## config.mk

```make
export PLATFORM = sky130hd
export DESIGN_NAME = serial_tx_transceiver
export DESIGN_NICKNAME = d
export VERILOG_FILES = /design/src/rtl/serial_tx_transceiver_pkg.sv /design/src/rtl/serial_tx_transceiver_baud_tick_gen.sv /design/src/rtl/serial_tx_transceiver.sv
export SDC_FILE = /design/constraint.sdc
export NUM_CORES = 1
export LEC_CHECK = 0
export ABC_CLOCK_PERIOD_IN_PS = 2100
export CAP_MARGIN = 20
export CORE_MARGIN = 5
export CORE_UTILIZATION = 45
export DETAILED_ROUTE_END_ITERATION = 8
export PLACE_DENSITY = 0.7
export REMOVE_ABC_BUFFERS = 1
export SYNTH_ARGS = -nofsm -noshare
export SYNTH_HDL_FRONTEND = slang
export SYNTH_SLANG_ARGS = --single-unit
```

## constraint.sdc

```tcl
create_clock -name Clk -period 2.1 [get_ports Clk]
set_input_delay 0.42 -clock Clk [delete_from_list [all_inputs] [get_ports Clk]]
set_output_delay 0.42 -clock Clk [all_outputs]
set_load 0.01 [all_outputs]
```

## src/rtl/serial_tx_transceiver_pkg.sv

```systemverilog
// Shared definitions for the serial transmit path:
// FSM state encoding and line levels.
package serial_tx_transceiver_pkg;
    localparam logic [1:0] IDLE  = 2'b00;
    localparam logic [1:0] START = 2'b01;
    localparam logic [1:0] DATA  = 2'b10;
    localparam logic [1:0] STOP  = 2'b11;

    localparam logic LINE_IDLE = 1'b1;
    localparam logic START_BIT = 1'b0;
    localparam logic STOP_BIT  = 1'b1;
endpackage

```

## src/rtl/serial_tx_transceiver_baud_tick_gen.sv

```systemverilog
// Bit-period counter producing a one-cycle tick on the
// last clock of each serial bit.
module baud_tick_gen #(
    parameter int CLKS_PER_BIT = 4
) (
    input  logic Clk,
    input  logic Reset,
    input  logic clear,
    input  logic enable,
    output logic tick
);
    localparam int CW = (CLKS_PER_BIT > 1) ? $clog2(CLKS_PER_BIT) : 1;
    localparam logic [CW-1:0] LAST = CW'(CLKS_PER_BIT - 1);

    logic [CW-1:0] cnt;

    assign tick = enable && (cnt == LAST);

    always_ff @(posedge Clk or posedge Reset) begin
        if (Reset) begin
            cnt <= '0;
        end else if (clear || tick) begin
            cnt <= '0;
        end else if (enable) begin
            cnt <= cnt + 1'b1;
        end
    end
endmodule

```

## src/rtl/serial_tx_transceiver.sv

```systemverilog
// Parallel-in/serial-out framed transmitter: start bit,
// LSB-first data, stop bit, with completion and overrun flags.
module serial_tx_transceiver #(
    parameter int DATA_WIDTH   = 8,
    parameter int CLKS_PER_BIT = 4
) (
    input  logic                  Clk,
    input  logic                  Reset,
    input  logic                  SampleData,
    input  logic                  TransferData,
    input  logic [DATA_WIDTH-1:0] DataIn,
    output logic                  SerialOut,
    output logic                  TransferDone,
    output logic                  TxActive,
    output logic                  Overrun
);
    import serial_tx_transceiver_pkg::*;

    localparam int BCW = $clog2(DATA_WIDTH + 1);
    localparam logic [BCW-1:0] LAST_BIT = BCW'(DATA_WIDTH - 1);

    logic [1:0]            state;
    logic [DATA_WIDTH-1:0] hold;
    logic [DATA_WIDTH-1:0] shift;
    logic [BCW-1:0]        bit_cnt;
    logic                  tick;
    logic                  accept;
    logic                  line;

    assign TxActive = (state != IDLE);
    assign accept   = (state == IDLE) && TransferData;

    baud_tick_gen #(
        .CLKS_PER_BIT(CLKS_PER_BIT)
    ) u_baud (
        .Clk   (Clk),
        .Reset (Reset),
        .clear (state == IDLE),
        .enable(TxActive),
        .tick  (tick)
    );

    // Line level for the current state; registered below so the
    // output lags the state by one clock.
    always_comb begin
        line = LINE_IDLE;
        unique case (state)
            IDLE:    line = LINE_IDLE;
            START:   line = START_BIT;
            DATA:    line = shift[0];
            default: line = STOP_BIT;
        endcase
    end

    always_ff @(posedge Clk or posedge Reset) begin
        if (Reset) begin
            hold <= '0;
        end else if (SampleData) begin
            hold <= DataIn;
        end
    end

    always_ff @(posedge Clk or posedge Reset) begin
        if (Reset) begin
            state     <= IDLE;
            shift     <= '0;
            bit_cnt   <= '0;
            SerialOut <= LINE_IDLE;
        end else begin
            SerialOut <= line;
            unique case (state)
                IDLE: begin
                    if (TransferData) begin
                        shift   <= SampleData ? DataIn : hold;
                        bit_cnt <= '0;
                        state   <= START;
                    end
                end
                START: begin
                    if (tick) state <= DATA;
                end
                DATA: begin
                    if (tick) begin
                        shift   <= shift >> 1;
                        bit_cnt <= bit_cnt + 1'b1;
                        if (bit_cnt == LAST_BIT) state <= STOP;
                    end
                end
                default: begin
                    if (tick) state <= IDLE;
                end
            endcase
        end
    end

    // Completion beats a coincident SampleData clear.
    always_ff @(posedge Clk or posedge Reset) begin
        if (Reset) begin
            TransferDone <= 1'b0;
        end else if (state == STOP && tick) begin
            TransferDone <= 1'b1;
        end else if (SampleData || accept) begin
            TransferDone <= 1'b0;
        end
    end

    always_ff @(posedge Clk or posedge Reset) begin
        if (Reset) begin
            Overrun <= 1'b0;
        end else if (accept) begin
            Overrun <= 1'b0;
        end else if (TransferData && TxActive) begin
            Overrun <= 1'b1;
        end
    end
endmodule

```

==> impl_metrics.py <==
metrics = {
    "power": {
        "report.power.total_w": 0.001894,
        "power.static_leakage_nw": 0.6941,
        "power.density_cell_area_mw_per_mm2": 1226,
        "ir_drop_mv": 0.9306,
    },
    "placement": {
        "placed_cells_incl_taps": 163,
        "hpwlAfterDp_mm": 1.729,
        "postPlaceCellArea_sq_mm": 0.001490,
        "port_buffers": 15,
        "gp_congestion": 0.7479,
    },
    "timing": {
        "hold_viol_final": 0,
        "totalNegativeSetupSlack_ns": 0,
        "fin_skew_ns": 0.002272,
        "unrepaired_setup_endpoints_after_global_routing": "false",
        "timing.final.max_slew_violations": 0,
        "slew-limit-headroom_pct": 74.77,
        "finalSetupViolCount": 0,
        "post-route-period-util_pct": 95.65,
        "max_clock_freq_ghz": 0.4978,
        "tightestPinTransition_ns": 0.3772,
        "final.min_clock_period_ns": 2.009,
    },
    "synth": {
        "register_bit_count_reported_by_yosys": 27,
        "postSynthAreaPerCell_sq_um": 11.07,
        "synth_cells": 119,
        "synthDominantAreaCellType": "sky130_fd_sc_hd__dfrtp_1",
        "netlist_top_cells_area": "sky130_fd_sc_hd__dfrtp_1 (49%), sky130_fd_sc_hd__mux2_2 (7.7%), sky130_fd_sc_hd__ha_1 (7.6%), sky130_fd_sc_hd__o31ai_1 (4.0%), sky130_fd_sc_hd__nor2b_1 (3.8%)",
        "synth.yosys.seq_area_share_pct": 51.38,
        "yosys.cell_types.count": 29,
        "syn_area_sq_mm": 0.001318,
        "netlist.area_leader.share_pct": 49.38,
        "synth-warning-count": 0,
    },
    "worst_setup_path": {
        "crit_chain": "inv_2 -> ha_4 -> inv_1 -> clkdlybuf4s50_1",
        "critical-path-slowest-cell": "sky130_fd_sc_hd__clkdlybuf4s50_1",
        "worst_ep_arrival_time_ns": 1.59,
        "destination_of_the_worst_register_to_register_timing_path": "shift[1]$_DFFE_PP0P_",
        "crit_required_ns": 1.68,
        "worst_path_dominant_cell_family": "buffers and inverters",
        "crit_path_start_kind": "flop",
        "crit_type": "reg2out",
        "worst_case_register_to_register_setup_slack_ns": 0.30,
        "cp_num_cells": 4,
        "timing_endpoint_of_the_critical_path": "TxActive",
        "startpoint": "state[0]$_DFFE_PP0P_",
        "cpPeakStageDelay_ns": 0.53,
        "cp-end-kind": "primary output",
        "cp.buffers_inverters": 3,
        "crit_fanout": 8,
        "regToRegStartpoint": "state[0]$_DFFE_PP0P_",
        "r2r.worst_path.cells": 6,
    },
    "routing": {
        "post_detailed_routing_wire_length_mm": 2.349,
        "detail_route.first_pass.iterations": 4,
        "dr.first_iter.drc_count": 51,
        "vias_per_cell": 5.296,
        "routedWlPerCell_microns": 13.90,
        "drt_antenna_net_count": 0,
        "final_routed_drc_violation_total": 0,
        "route.vias.total": 895,
    },
    "global_routing": {
        "global_route.overflow_total": 0,
        "antenna_violations_before_repair": 0,
        "number_of_global_route_vias_before_repair": 990,
        "grt_start_max_net_pins": 28,
        "grt_util_all_layers_pct": 13.33,
        "grt_first_pass_wirelength_mm": 4.464,
    },
    "clock_network": {
        "clockBufferDepth": 2,
        "clock_latency_ns": 0.32,
        "ctsHtreeMaxLevel": 1,
        "cts-buffers-inserted": 3,
        "cts_tree": "done",
        "path_clk_slew_ns": 0.14,
        "clock-sinks": 27,
        "root_buffer": "sky130_fd_sc_hd__clkbuf_4",
    },
    "floorplan": {
        "chipWidth_microns": 64.11,
        "die_area_sq_mm": 0.004110,
        "row_count": 19,
        "floorplan.io_pins": 16,
        "chipHeight_microns": 64.11,
        "start_util_pct": 47.37,
        "core_sq_mm": 0.002781,
    },
    "layout": {
        "final_common_cell": "sky130_fd_sc_hd__dfrtp_1",
        "post_route_cell_area_sq_mm": 0.001544,
        "nNetsFinal": 159,
        "drive_above_1_share_pct": 16.67,
        "antenna_cells_inserted": 0,
        "layout_common_cells": "sky130_fd_sc_hd__dfrtp_1 (26), sky130_fd_sc_hd__clkdlybuf4s50_1 (15), sky130_fd_sc_hd__nand2_1 (12), sky130_fd_sc_hd__nor2_1 (10), sky130_fd_sc_hd__mux2_2 (9)",
        "final_core_util_pct": 55.51,
        "number_of_standard_cells_in_the_layout_taps_in_and_fillers_out": 169,
        "fillCellCount": 240,
        "area.growth.synth_to_final_pct": 17.19,
    },
    "job": {
        "drv_cap": 0,
    },
    "worst_hold_path": {
        "worst_min_delay_path_category": "in2async",
    },
    "outcome": {
        "result_of_the_run": "complete, no violations",
    },
}
report_power, final:
| part | internal (W) | switching, W | total, W |
|---|---|---|---|
| clock | 0.0000744 | 0.000153 | 0.000227 |
| sequential | 0.000688 | 0.0000775 | 0.000766 |
| combinational | 0.000431 | 0.000470 | 0.000901 |
layer usage:
metal | global-route usage [%] | share of wire [%] | vias up
li1 | - | - | 443
met1 | 16.69 | 46 | 437
met2 | 22.99 | 50 | 11
met3 | 2.452 | 2.9 | 4
met4 | 4.580 | 1.3 | 0
met5 | 0 | 0 | -
synthesized netlist by cell type:
library cell               number
sky130_fd_sc_hd__a21o_1         1
sky130_fd_sc_hd__o21ai_1        1
sky130_fd_sc_hd__o21ai_0        1
sky130_fd_sc_hd__dfrtp_1       26
sky130_fd_sc_hd__nor2b_2        1
sky130_fd_sc_hd__xnor2_1        2
sky130_fd_sc_hd__o221ai_1       1
sky130_fd_sc_hd__nand3_1        1
sky130_fd_sc_hd__nor2_1        10
sky130_fd_sc_hd__a21oi_1        3
sky130_fd_sc_hd__o21bai_1       1
sky130_fd_sc_hd__buf_6          3
sky130_fd_sc_hd__nor3_1         1
sky130_fd_sc_hd__a211oi_1       2
sky130_fd_sc_hd__nand4b_1       1
sky130_fd_sc_hd__inv_1          8
sky130_fd_sc_hd__a22o_1         1
sky130_fd_sc_hd__ha_1           8
sky130_fd_sc_hd__nor3b_1        1
sky130_fd_sc_hd__nand2_1       12
sky130_fd_sc_hd__o31ai_1        7
sky130_fd_sc_hd__buf_2          1
sky130_fd_sc_hd__mux2i_1        3
sky130_fd_sc_hd__nand2b_1       2
sky130_fd_sc_hd__dfstp_2        1
sky130_fd_sc_hd__clkbuf_1       2
sky130_fd_sc_hd__nor2b_1        8
sky130_fd_sc_hd__mux2_2         9
sky130_fd_sc_hd__a32o_1         1
worst min-delay path by stage:
stage	startpoint	to	slack (ns)	depth (start not counted)
after floorplan	u_baud.cnt[0]$_DFFE_PP0P_	u_baud.cnt[0]$_DFFE_PP0P_	0.41	1
after global placement	u_baud.cnt[0]$_DFFE_PP0P_	u_baud.cnt[0]$_DFFE_PP0P_	0.43	1
after detailed placement	u_baud.cnt[0]$_DFFE_PP0P_	u_baud.cnt[0]$_DFFE_PP0P_	0.44	1
after CTS	Reset	bit_cnt[2]$_DFFE_PP0P_	0.45	3
after global routing	Reset	shift[0]$_DFFE_PP0P_	0.47	3
final	Reset	hold[3]$_DFF_PP0_	0.44	3
logic make-up after synthesis:
family / share of synthesized area [%]
AO/OA/AOI/OAI: 10.26
XOR/XNOR: 1.330
multiplexers: 9.972
buffers and inverters: 5.793
flip-flops: 51.38
adder cells (fa/ha/maj): 7.598
AND/OR/NAND/NOR: 13.68
tightest hold or removal path: stages:
cell and delay (ns):
sky130_fd_sc_hd__clkdlybuf4s50_1 0.40, sky130_fd_sc_hd__inv_1 0.05, sky130_fd_sc_hd__buf_4 0.31
sequential cells by signal (all words and copies together), names as in the netlist:
name          flops
hold              8
shift             8
bit_cnt           4
state             2
u_baud.cnt        2
Overrun           1
SerialOut         1
TransferDone      1
repair_timing:
item | CTS | global route
resized for setup | 2 | 2
buffers inserted | 2 | 0
pin swaps | 0 | 1
endpoints found under the setup margin | 1 | 1
endpoints found under the hold margin | 0 | 0
hold buffers | 0 | 0
through the flow:
step	setup WS, ns	hold slack (ns)
after floorplan	0.1906	0.4150
after global placement	0.2619	0.4293
after detailed placement	0.1832	0.4372
after CTS	0.02963	0.4461
after global routing	0.005806	0.4713
final	0.09131	0.4360
area by class of cell:
type | instances | area [sq um] | share of cell area (%)
clock buffer | 4 | 26.28 | 1.702
inverter | 8 | 30.03 | 1.945
multi-input combinational | 78 | 576.8 | 37.36
sequential | 27 | 676.9 | 43.84
tap | 31 | 38.79 | 2.512
timing repair buffer | 21 | 195.2 | 12.64
(Power assumes the default switching activity.)
